[src/rtl/h_sync_decoder.sv]
// Horizontal sync timing recovery: measures sync width and line period,
// locks after LOCK_LINES good lines and regenerates h_active/end_line/x_pos.
module h_sync_decoder #(
    parameter int unsigned H_FRONT_PORCH = 16,
    parameter int unsigned H_SYNC        = 96,
    parameter int unsigned H_BACK_PORCH  = 48,
    parameter int unsigned H_ACTIVE      = 640,
    parameter int unsigned LOCK_LINES    = 2
) (
    input  logic       clk,
    input  logic       rst_,
    input  logic       enable,
    input  logic       h_sync_in,
    output logic       locked,
    output logic       h_active,
    output logic       end_line,
    output logic [9:0] x_pos,
    output logic       sync_err
);

    localparam int unsigned POS_W     = 10;
    localparam int unsigned CNT_W     = 3;
    localparam int unsigned H_TOTAL   = H_FRONT_PORCH + H_SYNC + H_BACK_PORCH + H_ACTIVE;
    localparam int unsigned ACT_START = H_SYNC + H_BACK_PORCH;
    localparam int unsigned ACT_END   = ACT_START + H_ACTIVE - 1;

    localparam logic [POS_W-1:0] POS_MAX     = '1;
    localparam logic [POS_W-1:0] POS_PRE_MAX = POS_W'((1 << POS_W) - 2);
    localparam logic [POS_W-1:0] WIDTH_LAST  = POS_W'(H_SYNC - 1);
    localparam logic [POS_W-1:0] PERIOD_LAST = POS_W'(H_TOTAL - 1);
    localparam logic [POS_W-1:0] ACT_START_P = POS_W'(ACT_START);
    localparam logic [POS_W-1:0] ACT_END_P   = POS_W'(ACT_END);
    localparam logic [CNT_W-1:0] LOCK_CNT    = CNT_W'(LOCK_LINES);

    typedef enum logic [1:0] {
        SEARCH = 2'd0,
        CHECK  = 2'd1,
        LOCKED = 2'd2
    } state_t;

    state_t             r_state;
    logic [POS_W-1:0]   r_pos;
    logic               r_sync_q;
    logic [CNT_W-1:0]   r_good_cnt;
    logic               r_width_ok;
    logic               r_locked;
    logic               r_h_active;
    logic               r_end_line;
    logic [POS_W-1:0]   r_x_pos;
    logic               r_sync_err;

    state_t             w_state_next;
    logic [POS_W-1:0]   w_pos_next;
    logic [CNT_W-1:0]   w_good_next;
    logic               w_width_ok_next;
    logic               w_err;
    logic               w_fall;
    logic               w_rise;
    logic               w_width_pass;
    logic               w_period_pass;
    logic               w_timeout;
    logic               w_in_win;
    logic               w_locked_next;

    assign w_fall        = r_sync_q & ~h_sync_in;
    assign w_rise        = ~r_sync_q & h_sync_in;
    assign w_width_pass  = (r_pos == WIDTH_LAST);
    assign w_period_pass = (r_pos == PERIOD_LAST) && r_width_ok;
    // Timeout fires only on the transition into saturation, and a fall wins.
    assign w_timeout     = !w_fall && (r_pos == POS_PRE_MAX);
    assign w_pos_next    = w_fall ? '0 : ((r_pos == POS_MAX) ? r_pos : r_pos + POS_W'(1));

    // Next-state, lock counter and error pulse
    always_comb begin
        w_state_next    = r_state;
        w_good_next     = r_good_cnt;
        w_width_ok_next = r_width_ok;
        w_err           = 1'b0;
        if (w_rise) begin
            w_width_ok_next = w_width_pass;
        end
        case (r_state)
            SEARCH: begin
                if (w_fall) begin
                    w_state_next    = CHECK;
                    w_good_next     = '0;
                    w_width_ok_next = 1'b0;
                end
            end
            CHECK: begin
                if (w_fall) begin
                    if (w_period_pass) begin
                        w_good_next = r_good_cnt + CNT_W'(1);
                        if (w_good_next == LOCK_CNT) begin
                            w_state_next = LOCKED;
                        end
                    end else begin
                        w_err       = 1'b1;
                        w_good_next = '0;
                    end
                end else if (w_rise && !w_width_pass) begin
                    w_err       = 1'b1;
                    w_good_next = '0;
                end
            end
            LOCKED: begin
                if ((w_fall && !w_period_pass) || (w_rise && !w_width_pass)) begin
                    w_err        = 1'b1;
                    w_state_next = CHECK;
                    w_good_next  = '0;
                end
            end
            default: begin
                w_state_next = SEARCH;
                w_good_next  = '0;
            end
        endcase
        if ((r_state == CHECK || r_state == LOCKED) && w_timeout) begin
            w_err        = 1'b1;
            w_state_next = SEARCH;
            w_good_next  = '0;
        end
    end

    assign w_locked_next = (w_state_next == LOCKED);
    assign w_in_win      = (w_pos_next >= ACT_START_P) && (w_pos_next <= ACT_END_P);

    // All state and outputs freeze while enable is low
    always_ff @(posedge clk or negedge rst_) begin
        if (!rst_) begin
            r_state    <= SEARCH;
            r_pos      <= '0;
            r_sync_q   <= 1'b1;
            r_good_cnt <= '0;
            r_width_ok <= 1'b0;
            r_locked   <= 1'b0;
            r_h_active <= 1'b0;
            r_end_line <= 1'b0;
            r_x_pos    <= '0;
            r_sync_err <= 1'b0;
        end else if (enable) begin
            r_state    <= w_state_next;
            r_pos      <= w_pos_next;
            r_sync_q   <= h_sync_in;
            r_good_cnt <= w_good_next;
            r_width_ok <= w_width_ok_next;
            r_locked   <= w_locked_next;
            r_h_active <= w_locked_next && w_in_win;
            r_end_line <= w_locked_next && (w_pos_next == ACT_END_P);
            r_x_pos    <= (w_locked_next && w_in_win) ? (w_pos_next - ACT_START_P) : '0;
            r_sync_err <= w_err;
        end
    end

    assign locked   = r_locked;
    assign h_active = r_h_active;
    assign end_line = r_end_line;
    assign x_pos    = r_x_pos;
    assign sync_err = r_sync_err;

endmodule

[config.mk]
export PLATFORM = sky130hd
export DESIGN_NAME = h_sync_decoder
export DESIGN_NICKNAME = d
export VERILOG_FILES = /design/src/rtl/h_sync_decoder.sv
export SDC_FILE = /design/constraint.sdc
export NUM_CORES = 1
export LEC_CHECK = 0
export ABC_AREA = 1
export CAP_MARGIN = 25
export CELL_PAD_IN_SITES_DETAIL_PLACEMENT = 1
export CELL_PAD_IN_SITES_GLOBAL_PLACEMENT = 1
export CORE_UTILIZATION = 42
export DETAILED_ROUTE_END_ITERATION = 10
export GPL_TIMING_DRIVEN = 0
export PLACE_DENSITY = 0.82
export SLEW_MARGIN = 20
export SYNTH_ARGS = -nofsm -noshare
export SYNTH_HDL_FRONTEND = slang
export SYNTH_SLANG_ARGS = --single-unit
export TNS_END_PERCENT = 10
[constraint.sdc]
create_clock -name clk -period 3.19 [get_ports clk]
set_input_delay 0.638 -clock clk [delete_from_list [all_inputs] [get_ports clk]]
set_output_delay 0.638 -clock clk [all_outputs]
set_load 0.02 [all_outputs]
==> impl_metrics.sql <==
INSERT INTO impl_metrics (metric_group, metric, value, unit) VALUES
('status', 'run_status', 'complete, no violations', ''),
('timing', 'hold_viol', '0', ''),
('timing', 'finalCritPeriodShare', '91.5', '%'),
('timing', 'rsz0062_at_grt', 'no', ''),
('timing', 'maxSlewViolCount', '0', ''),
('worst_setup_path', 'rr_endpoint', 'x_pos[8]', ''),
('place', 'numPlacedInstances', '389', ''),
('worst_setup_path', 'setup.worst_path.start_class', 'primary input', ''),
('job', 'cap_viol_max_count', '0', ''),
('timing', 'max_clock_freq', '343', 'MHz'),
('timing', 'layout_min_cycle_time', '2.92', 'ns'),
('min_path', 'hold_path.class', 'in -> async', ''),
('logic_synthesis', 'synth.yosys.warnings', '0', ''),
('die', 'core_region_area', '0.00485', 'sq mm'),
('power_and_ir_drop', 'power.clock.fraction', '28.3', '%'),
('logic_synthesis', 'syn-instance-count', '304', ''),
('finish', 'antennaDiodeCount', '0', ''),
('routing', 'wirelength', '6.01', 'mm'),
('timing', 'setup_viol_count_final', '0', ''),
('logic_synthesis', 'average_footprint_of_a_synthesized_cell', '7.15', 'sq um'),
('global_routing', 'grt_pass1_vias', '2176', ''),
('cts', 'cts.sinks', '31', ''),
('finish', 'layout-area-overhead-vs-synth', '16.5', '%'),
('cts', 'max-clock-path-buffers', '2', ''),
('routing', 'avgViaCountPerCell', '5.17', ''),
('die', 'rows', '25', ''),
('place', 'finalWeightedCongestion', '0.821', ''),
('place', 'detailedPlacementHpwl', '4.73', 'mm'),
('finish', 'drive_above_1_share', '11.8', '%'),
('power_and_ir_drop', 'power_report.internal_total', '683', 'uW'),
('routing', 'route.antenna.remaining_nets', '0', ''),
('worst_setup_path', 'crit_required', '3.41', 'ns'),
('timing', 'worstMarginPinSlew', '0.561', 'ns'),
('worst_setup_path', 'worst-path-max-fanout', '10', ''),
('power_and_ir_drop', 'p_seq_share', '43.4', '%'),
('global_routing', 'grt_antenna_before_repair', '0', ''),
('cts', 'cts-root-buf', 'sky130_fd_sc_hd__clkbuf_8', ''),
('global_routing', 'track_usage', '25.4', '%'),
('finish', 'final_nets', '344', ''),
('timing', 'slew-limit-headroom', '62.6', '%'),
('cts', 'cts-resized-gates', '0', ''),
('power_and_ir_drop', 'switch_share', '36.5', '%'),
('logic_synthesis', 'syn_std_cell_area', '0.00217', 'sq mm'),
('cts', 'tritoncts_clock_tree', 'yes', ''),
('cts', 'cts-hold-fix-buffers', '0', ''),
('logic_synthesis', 'ys_seq_elements', '31', ''),
('worst_setup_path', 'reg2regPathDepth', '16', ''),
('cts', 'numCtsBuffers', '5', ''),
('finish', 'final-instance-count-excl-fill', '397', ''),
('routing', 'detail_route.wl_per_cell', '15.1', 'um'),
('routing', 'route.detailed.drc', '0', ''),
('place', 'io_buffer_count', '17', ''),
('power_and_ir_drop', 'netSwitchingPower', '392', 'uW'),
('power_and_ir_drop', 'power_leakage', '1.27', 'nW'),
('die', 'io-pin-count', '18', ''),
('logic_synthesis', 'synth_cell_types', '31', ''),
('cts', 'cts.reportedPaths.clkPinSlew', '0.07', 'ns'),
('cts', 'worst_skew_pair.late_latency', '0.28', 'ns'),
('die', 'dieArea', '0.00547', 'sq mm'),
('finish', 'final_cell_area', '0.00253', 'sq mm'),
('worst_setup_path', 'type_of_the_worst_setup_path', 'in -> reg', ''),
('routing', 'dr.pass1.iters', '4', ''),
('timing', 'fin_skew', '0.00340', 'ns'),
('place', 'detailed_place.area', '0.00245', 'sq mm'),
('worst_setup_path', 'rrSetupSlack', '0.55', 'ns'),
('finish', 'num-fill-cells', '632', ''),
('power_and_ir_drop', 'p_per_area', '425', 'mW/mm^2'),
('die', 'die_w', '73.9', 'um'),
('global_routing', 'gr-total-overflow', '0', ''),
('global_routing', 'grt_max_degree', '20', ''),
('worst_setup_path', 'worstPathArrival', '3.14', 'ns'),
('global_routing', 'grt_first_pass_wirelength', '10.4', 'mm'),
('power_and_ir_drop', 'peakVddDrop', '0.000362', 'V'),
('cts', 'post-cts-setup-buffer-count', '0', ''),
('routing', 'via_count', '2051', ''),
('logic_synthesis', 'syn_nets', '319', ''),
('die', 'die_y', '73.9', 'um'),
('power_and_ir_drop', 'power.combinational.fraction', '28.4', '%'),
('finish', 'final_core_utilization', '52.2', '%'),
('worst_setup_path', 'end_kind', 'flip-flop', ''),
('routing', 'initialDrtViolationCount', '62', ''),
('die', 'floorplan.initialDensity', '44.8', '%'),
('cts', 'cts_max_level', '2', ''),
('worst_setup_path', 'critical_r2r_launch', 'r_sync_q', ''),
('logic_synthesis', 'yosysSeqAreaShare', '35.8', '%');
[cell families (layout without fill, tap and decap cells)]
logic type,after synthesis,count (layout),share of synthesized area (%)
AOI/OAI and AO/OA,32,32,8.87
xor gates and xnor gates,3,3,1.21
adders and majority gates,11,11,6.33
buffers and inverters,45,71,7.89
DFF,31,31,35.8
and+or+nand+nor,182,182,40.0
[sequential cells by signal, indices dropped and copies added, names as in the netlist]
signal	cells
sync_err	1
locked	1
r_good_cnt	3
r_state	2
r_pos	10
h_active	1
r_sync_q	1
end_line	1
x_pos	10
r_width_ok	1
[synth_stat cells, drive strengths merged]
| cell type | n | area [sq um] |
|---|---|---|
| o211ai | 1 | 7.51 |
| nor4 | 1 | 6.26 |
| xnor2 | 1 | 8.76 |
| clkbuf | 5 | 18.8 |
| ha | 11 | 138 |
| dfstp | 1 | 26.3 |
| a41oi | 1 | 8.76 |
| o21ai | 22 | 133 |
| nor2 | 32 | 185 |
| a31oi | 1 | 6.26 |
| nand3 | 30 | 183 |
| nand3b | 2 | 15.0 |
| a21oi | 6 | 30.0 |
| inv | 38 | 143 |
| nor3 | 2 | 10.0 |
| nand2 | 106 | 413 |
| and3 | 1 | 6.26 |
| nand4 | 7 | 43.8 |
| dfrtp | 30 | 751 |
| xor2 | 2 | 17.5 |
| a21o | 1 | 7.51 |
| buf | 2 | 10.0 |
| or2 | 1 | 6.26 |
[final cells by class]
cell class	instances	area [sq um]	area share, %
multi-input cells	228	1220	48.4
inverters	38	143	5.64
repair buffers	18	193	7.61
plain buffers	7	28.8	1.14
well taps	67	83.8	3.31
clock inverters	1	5.00	0.198
flip-flops and latches	31	777	30.7
clock buffers	7	76.3	3.02
[stage by stage]
stage / TNS [ns] / worst slack [ns] / power [mW] / hold WS [ns]
after floorplan: 0 / 0.972 / 0.685 / 0.342
after global placement: 0 / 0.0254 / 0.759 / 0.463
after detailed placement: -0.124 / -0.0338 / 0.778 / 0.471
after CTS: 0 / 0.262 / 1.09 / 0.275
after global routing: 0 / 0.0250 / 1.15 / 0.280
final: 0 / 0.271 / 1.07 / 0.268
[critical path: stages]
cell	delay [ns]
sky130_fd_sc_hd__clkdlybuf4s50_1	0.45
sky130_fd_sc_hd__nor2_2	0.30
sky130_fd_sc_hd__inv_2	0.18
sky130_fd_sc_hd__clkbuf_1	0.30
sky130_fd_sc_hd__nand2_1	0.25
sky130_fd_sc_hd__ha_1	0.18
sky130_fd_sc_hd__inv_1	0.04
sky130_fd_sc_hd__nor2_1	0.09
sky130_fd_sc_hd__nand2_1	0.06
sky130_fd_sc_hd__nor2_2	0.09
sky130_fd_sc_hd__nand3_2	0.10
sky130_fd_sc_hd__nand2_2	0.10
sky130_fd_sc_hd__nand2_2	0.06
sky130_fd_sc_hd__nor2_4	0.14
sky130_fd_sc_hd__nand3_1	0.09
sky130_fd_sc_hd__nand2_1	0.07
[layout by cell type (no fill, tap or decap), types with 2 or more instances in the layout]
cell type / instances
sky130_fd_sc_hd__a21oi_1: 6
sky130_fd_sc_hd__buf_2: 3
sky130_fd_sc_hd__clkbuf_1: 7
sky130_fd_sc_hd__clkbuf_8: 5
sky130_fd_sc_hd__clkdlybuf4s50_1: 16
sky130_fd_sc_hd__dfrtp_1: 30
sky130_fd_sc_hd__ha_1: 11
sky130_fd_sc_hd__inv_1: 35
sky130_fd_sc_hd__inv_2: 3
sky130_fd_sc_hd__nand2_1: 100
sky130_fd_sc_hd__nand2_2: 6
sky130_fd_sc_hd__nand3_1: 25
sky130_fd_sc_hd__nand3_2: 4
sky130_fd_sc_hd__nand3b_1: 2
sky130_fd_sc_hd__nand4_1: 7
sky130_fd_sc_hd__nor2_1: 21
sky130_fd_sc_hd__nor2_2: 7
sky130_fd_sc_hd__nor2_4: 2
sky130_fd_sc_hd__nor2_8: 2
sky130_fd_sc_hd__nor3_1: 2
sky130_fd_sc_hd__o21ai_0: 20
sky130_fd_sc_hd__o21ai_4: 2
sky130_fd_sc_hd__xor2_1: 2
[power by group through the flow]
stage / combinational, mW / sequential [mW] / clock, mW
after global placement: 0.289 / 0.470 / 0
after global routing: 0.348 / 0.469 / 0.329
after floorplan: 0.222 / 0.463 / 0
after detailed placement: 0.304 / 0.473 / 0
final: 0.305 / 0.466 / 0.304
after CTS: 0.307 / 0.466 / 0.313
[per-layer routing]
| metal | GRT usage (%) | share of wire (%) | up-vias |
|---|---|---|---|
| li1 | - | - | 1020 |
| met1 | 33.5 | 49 | 998 |
| met2 | 43.4 | 48 | 24 |
| met3 | 3.66 | 2.2 | 9 |
| met4 | 7.48 | 1.3 | 0 |
| met5 | 0 | 0 | - |
[worst max-delay path by stage]
stage	start	endpoint	slack (ns)	depth (start not counted)
floorplan	r_pos[0]	x_pos[4]	0.97	18
global placement	h_sync_in	x_pos[8]	0.03	16
detailed placement	h_sync_in	x_pos[8]	-0.03	16
CTS	h_sync_in	x_pos[8]	0.26	16
global route	h_sync_in	x_pos[8]	0.03	16
finish	h_sync_in	x_pos[8]	0.27	16
No activity file was read; power rests on OpenSTA's default activity.
